`config.mk`:
```
export PLATFORM = sky130hd
export DESIGN_NAME = pipe_stage_chain
export DESIGN_NICKNAME = d
export VERILOG_FILES = /design/src/rtl/pipe_stage_chain_pkg.sv /design/src/rtl/pipe_stage_chain_fwd_lookup.sv /design/src/rtl/pipe_stage_chain.sv
export SDC_FILE = /design/constraint.sdc
export NUM_CORES = 2
export LEC_CHECK = 0
export BUFFER_PORTS_ARGS = -buffer_cell sky130_fd_sc_hd__buf_4
export CAP_MARGIN = 20
export CORE_MARGIN = 3
export CORE_UTILIZATION = 25
export CTS_BUF_LIST = sky130_fd_sc_hd__clkbuf_8
export DETAILED_ROUTE_END_ITERATION = 7
export PLACE_DENSITY = 0.42
export SYNTH_ARGS = -nofsm -noshare
export SYNTH_HDL_FRONTEND = slang
export SYNTH_SLANG_ARGS = --single-unit
```
`constraint.sdc`:
```
create_clock -name clk -period 29.5 [get_ports clk]
set_input_delay 5.9 -clock clk [delete_from_list [all_inputs] [get_ports clk]]
set_output_delay 5.9 -clock clk [all_outputs]
set_load 0.1 [all_outputs]
```
`src/rtl/pipe_stage_chain_pkg.sv`:
```
// pipe_stage_chain_pkg: shared constants and the stage-action type of the pipeline register chain.
package pipe_stage_chain_pkg;
  localparam int DEF_STAGES = 4;
  localparam int DEF_PW = 128;
  localparam int DEF_DW = 32;
  localparam int DEF_RW = 5;
  localparam int RW_ZERO = 0;
  typedef enum logic [1:0] {ACT_ADV, ACT_HOLD, ACT_KILL} stage_act_e;
endpackage

```
`src/rtl/pipe_stage_chain_fwd_lookup.sv`:
```
// pipe_fwd_lookup: youngest-first register match over all in-flight stage entries for one source port.
module pipe_fwd_lookup
  import pipe_stage_chain_pkg::*;
#(
  parameter int STAGES = DEF_STAGES,
  parameter int DW = DEF_DW,
  parameter int RW = DEF_RW
) (
  input  logic [STAGES-1:0]         e_valid,
  input  logic [STAGES-1:0]         e_wen,
  input  logic [STAGES-1:0]         e_rdy,
  input  logic [STAGES-1:0][RW-1:0] e_rd,
  input  logic [STAGES-1:0][DW-1:0] e_data,
  input  logic [RW-1:0]             rs,
  output logic                      hit,
  output logic [DW-1:0]             data,
  output logic                      pend
);
  always_comb begin
    hit = 1'b0;
    data = '0;
    pend = 1'b0;
    for (int k = STAGES - 1; k >= 0; k--)
      if (e_valid[k] && e_wen[k] && e_rd[k] == rs && rs != RW'(RW_ZERO)) begin
        hit = e_rdy[k];
        data = e_rdy[k] ? e_data[k] : '0;
        pend = ~e_rdy[k];
      end
  end
endmodule

```
`src/rtl/pipe_stage_chain.sv`:
```
// pipe_stage_chain: N-stage pipeline register chain with stall, flush, result capture and forwarding.
module pipe_stage_chain
  import pipe_stage_chain_pkg::*;
#(
  parameter int STAGES = DEF_STAGES,
  parameter int PW = DEF_PW,
  parameter int DW = DEF_DW,
  parameter int RW = DEF_RW
) (
  input  logic                 clk,
  input  logic                 rst,
  input  logic                 in_valid,
  input  logic [PW-1:0]        in_payload,
  input  logic [RW-1:0]        in_rd,
  input  logic                 in_wen,
  output logic                 in_ready,
  input  logic [STAGES-1:0]    stall,
  input  logic [STAGES-1:0]    flush,
  input  logic [STAGES-1:0]    res_we,
  input  logic [STAGES*DW-1:0] res_data,
  output logic [STAGES-1:0]    stg_valid,
  output logic [STAGES*PW-1:0] stg_payload,
  input  logic [2*RW-1:0]      fwd_rs,
  output logic [1:0]           fwd_hit,
  output logic [2*DW-1:0]      fwd_data,
  output logic                 fwd_stall,
  output logic                 wb_valid,
  output logic [RW-1:0]        wb_rd,
  output logic [DW-1:0]        wb_data
);
  logic [STAGES-1:0] v, wen, rdy, hold, kill, cap;
  logic [STAGES-1:0][RW-1:0] rd;
  logic [STAGES-1:0][PW-1:0] pay;
  logic [STAGES-1:0][DW-1:0] dat, rdat;
  logic [1:0] pend;
  assign rdat = res_data;
  assign cap = res_we & v;
  // hold[k]: some stage at or above k stalls; kill[k]: some flush at or above k
  always_comb begin
    hold = '0;
    kill = '0;
    for (int k = 0; k < STAGES; k++) begin
      hold[k] = |(stall >> k);
      kill[k] = |(flush >> k);
    end
  end
  for (genvar g = 0; g < STAGES; g++) begin : stg
    logic v_d, v_q, wen_d, wen_q, rdy_d, rdy_q, sv, swen, srdy;
    logic [RW-1:0] rd_d, rd_q, srd;
    logic [PW-1:0] pay_d, pay_q, spay;
    logic [DW-1:0] dat_d, dat_q, sdat;
    stage_act_e act;
    if (g == 0) begin : src
      assign sv = in_valid;
      assign swen = in_wen;
      assign srd = in_rd;
      assign spay = in_payload;
      assign srdy = 1'b0;
      assign sdat = '0;
    end else begin : src
      assign sv = v[g-1] & ~hold[g-1] & ~kill[g-1];
      assign swen = wen[g-1];
      assign srd = rd[g-1];
      assign spay = pay[g-1];
      assign srdy = rdy[g-1] | cap[g-1];
      assign sdat = cap[g-1] ? rdat[g-1] : dat[g-1];
    end
    assign act = kill[g] ? ACT_KILL : hold[g] ? ACT_HOLD : ACT_ADV;
    always_comb begin
      v_d = act == ACT_KILL ? 1'b0 : act == ACT_HOLD ? v_q : sv;
      wen_d = act == ACT_HOLD ? wen_q : swen;
      rd_d = act == ACT_HOLD ? rd_q : srd;
      pay_d = act == ACT_HOLD ? pay_q : spay;
      rdy_d = act == ACT_HOLD ? (rdy_q | cap[g]) : srdy;
      dat_d = act == ACT_HOLD ? (cap[g] ? rdat[g] : dat_q) : sdat;
    end
    always_ff @(posedge clk or posedge rst)
      if (rst) begin
        v_q <= 1'b0;
        wen_q <= 1'b0;
        rdy_q <= 1'b0;
        rd_q <= '0;
        pay_q <= '0;
        dat_q <= '0;
      end else begin
        v_q <= v_d;
        wen_q <= wen_d;
        rdy_q <= rdy_d;
        rd_q <= rd_d;
        pay_q <= pay_d;
        dat_q <= dat_d;
      end
    assign v[g] = v_q;
    assign wen[g] = wen_q;
    assign rdy[g] = rdy_q;
    assign rd[g] = rd_q;
    assign pay[g] = pay_q;
    assign dat[g] = dat_q;
  end
  for (genvar p = 0; p < 2; p++) begin : fwd
    pipe_fwd_lookup #(.STAGES(STAGES), .DW(DW), .RW(RW)) u_lookup (
      .e_valid(v),
      .e_wen(wen),
      .e_rdy(rdy),
      .e_rd(rd),
      .e_data(dat),
      .rs(fwd_rs[p*RW +: RW]),
      .hit(fwd_hit[p]),
      .data(fwd_data[p*DW +: DW]),
      .pend(pend[p])
    );
  end
  assign fwd_stall = |pend;
  assign in_ready = ~|stall;
  assign stg_valid = v;
  assign stg_payload = pay;
  assign wb_valid = v[STAGES-1] & wen[STAGES-1] & rdy[STAGES-1];
  assign wb_rd = rd[STAGES-1];
  assign wb_data = dat[STAGES-1];
endmodule

```
==> flow_summary.yaml <==
layout:
  final_cell_count_no_fill: 4896
  final_common_cell: "buf_4"
  multi_input_area_sq_um: 11600
  regArea_sq_um: 16800
  n_fill_cell: 11854
  layout_common_cells: "buf_4 (948), dfrtp_1 (671), nand2_1 (410)"
  drive_above_1_share_pct: 46.3
  area_growth_pct: 34.9
  final_net_count: 3569
detailed_routing:
  drt_iter0_markers: 1372
  wl_per_cell_um: 26.5
  drt-total-wl_um: 130000
  ant_nets: 0
  dr.pass1.iters: 6
  via_per_inst: 4.72
  vias: 23123
  drc: 0
placed_design:
  place_inst: 4673
  hpwl_um: 91300
  io_buffers: 908
  gp_congestion: 0.854
grt:
  grtUsageTotal_pct: 20.5
  antenna_found_initial: 17
  grt_use_met2_pct: 35.3
  met1_usage_pct: 24.3
  grt_max_degree: 142
  busiest_layer: "met2"
  grt_pass1_vias: 23976
  grt_pass1_wl_um: 184000
  gr-total-overflow: 0
  grt_util_met3_pct: 7.65
clock_network:
  cts_sinks: 672
  root_buffer: "clkbuf_8"
  post_cts_buffers: 0
  clkLatencyLatePin_ps: 800
  cts_resized: 0
  clockBufferDepth: 3
  clk_pin_slew_ps: 50
  cts_hold_buf: 0
  cts_max_level: 4
  numCtsBuffers: 131
  cts_tree: "done"
sta:
  period_share_pct: 49.3
  hold_viol_final: 0
  setup_viol: 0
  fmax_ghz: 0.0688
  grt_setup_unrepaired: "no"
  fin_setup_tns_ps: 0
  slew_headroom_pct: 35.7
  fin_crit_ps: 14540
  final_max_slew_viol_count: 0
  tightest_slew_ps: 965
  finClkSkew_ps: 39.5
pwr:
  seqPwrFrac_pct: 37.2
  power_density_nw_per_um2: 71.6
  ir_worst_vdd_mv: 0.0407
  intPower_mw: 1.66
  clkPwrFrac_pct: 31.3
  leakage_nw: 19.5
  swShare_pct: 42.1
  combPwrFrac_pct: 31.5
  p_switching_mw: 1.20
yosys:
  syn-cell-area_sq_um: 29600
  yosys.area.top_type: "dfrtp_1"
  ys_async_sr_fraction_pct: 100
  yosys.area_share.simple_pct: 10.0
  ys_types: 53
  synth_xor_xnor_area_share_pct: 1.12
  yosys_warnings: 0
  synth.top_cell.area_share_pct: 56.8
  synth-adder-area-share_pct: 0
  syn_inst: 2428
  synth-edff-count: 0
  ys_ff_latch: 672
  synth_compound_area_share_pct: 5.73
  syn_nets: 2715
  synth_top_family_by_area: "multiplexers"
  synthTopCellsByArea: "dfrtp_1 (57%), mux2_2 (12%), mux2i_1 (5.5%)"
  ys.flop_type: "dfrtp_1"
  yosys-mux-area-fraction_pct: 21.9
  avgSynthCellArea_sq_um: 12.2
  ys_seq_area_share_pct: 56.8
floorplanning:
  ioPinCount: 909
  core_area_sq_um: 117000
  dieWidth_um: 350
  die_area_sq_um: 123000
  rows: 125
  start_util_pct: 25.4
  die_h_um: 350
critical_path:
  rrSetupSlack_ps: 27190
  critPathLaunch: "fwd_rs[0]"
  required_ps: 23600
  worstReg2RegEnd: "wb_data[7]"
  crit_fanout: 55
  crit_type: "in2out"
  reg2regPathDepth: 5
  cp-start-kind: "input pin"
  crit_end: "fwd_data[26]"
  cp_data_arrival_time_ps: 8640
  endpoint_kind: "output pin"
  r2r-start: "stg[3].v_q"
flow_run:
  maxCapViolCount: 0
min_path:
  hold_class: "reg2reg"
outcome:
  status: "complete, no violations"
==> how the worst min path moves through the flow <==
| stage | startpoint | to | slack [ps] | cells past startpoint |
|---|---|---|---|---|
| finish | stg[3].pay_q[7] | stg[3].pay_q[7] | 460 | 2 |
| global route | stg[3].pay_q[22] | stg[3].pay_q[22] | 480 | 2 |
| CTS | stg[3].pay_q[7] | stg[3].pay_q[7] | 470 | 2 |
| detailed placement | stg[3].pay_q[7] | stg[3].pay_q[7] | 460 | 2 |
| global placement | stg[3].pay_q[117] | stg[3].pay_q[117] | 450 | 2 |
| floorplan | stg[3].wen_q | stg[3].wen_q | 450 | 2 |
==> power groups by stage <==
stage | combinational [mW] | clock, mW | sequential (mW)
6_report | 0.901 | 0.895 | 1.06
5_1_grt | 0.927 | 0.980 | 1.08
4_1_cts | 0.911 | 0.938 | 1.07
3_5_place_dp | 0.910 | 0 | 1.08
3_3_place_gp | 0.911 | 0 | 1.08
2_1_floorplan | 0.153 | 0 | 1.58
==> state kept, by name, summed over array words and instances, names as in the netlist <==
register / flops
stg.pay_q: 512
stg.dat_q: 96
wb_data: 32
stg.rd_q: 15
wb_rd: 5
stg.rdy_q: 4
stg.v_q: 4
stg.wen_q: 4
==> Yosys cell counts (4+ instances only) <==
cell      count
buf_1        23
and3_1       34
buf_4        52
mux2_4       94
nor2_1       44
inv_1         5
a41oi_1      25
mux2_2      308
dfrtp_1     672
a32oi_1      18
nor3_1        4
a31oi_1      32
a211oi_1     32
a21oi_1     116
xnor2_1      25
clkbuf_1     75
buf_2        59
nand3_1     113
nand2_1     413
a41oi_2       7
mux2i_1     162
nor4_1        5
xor2_1       13
nand4_1      37
buf_6        20
==> through the flow <==
stage / hold WS [ps] / setup WS [ps] / power, mW / cell area [sq um] / util, %
after floorplan: 454 / 4760 / 1.74 / 29600 / -
after global placement: 452 / 15010 / 1.99 / 37500 / 32.1
after detailed placement: 457 / 14980 / 1.99 / 37500 / 32.1
after CTS: 468 / 14970 / 2.91 / 39900 / 34.2
after global routing: 479 / 14880 / 2.98 / 39900 / 34.2
final: 462 / 14960 / 2.86 / 40000 / 34.2
==> area by class of cell <==
type	count	share of cell area, %
clock buffer	153	5.27
clock inverter	60	0.833
timing repair buffer	951	18.0
antenna	10	0.0626
sequential	672	42.1
multi-input combinational	1521	29.0
inverter	5	0.0657
tap	1524	4.77
==> routing by layer <==
layer / share of wire, % / wire length [um]
met1: 39 / 50300
met5: 0.094 / 122
met4: 2.0 / 2650
met3: 9.1 / 11800
met2: 50 / 64800
==> cells by family after synthesis <==
| kind of cell | after synthesis |
|---|---|
| multiplexers | 564 |
| AO/OA/AOI/OAI | 248 |
| AND/OR/NAND/NOR | 671 |
| XOR/XNOR | 38 |
| buffers and inverters | 235 |
| flip-flops | 672 |
==> critical path: stages <==
cell and delay (ps):
buf_4 140, or4_4 570, o211ai_4 230, or2_4 270, buf_4 570, a32oi_1 200
a31oi_1 330, buf_4 350
(Power assumes the default switching activity.)
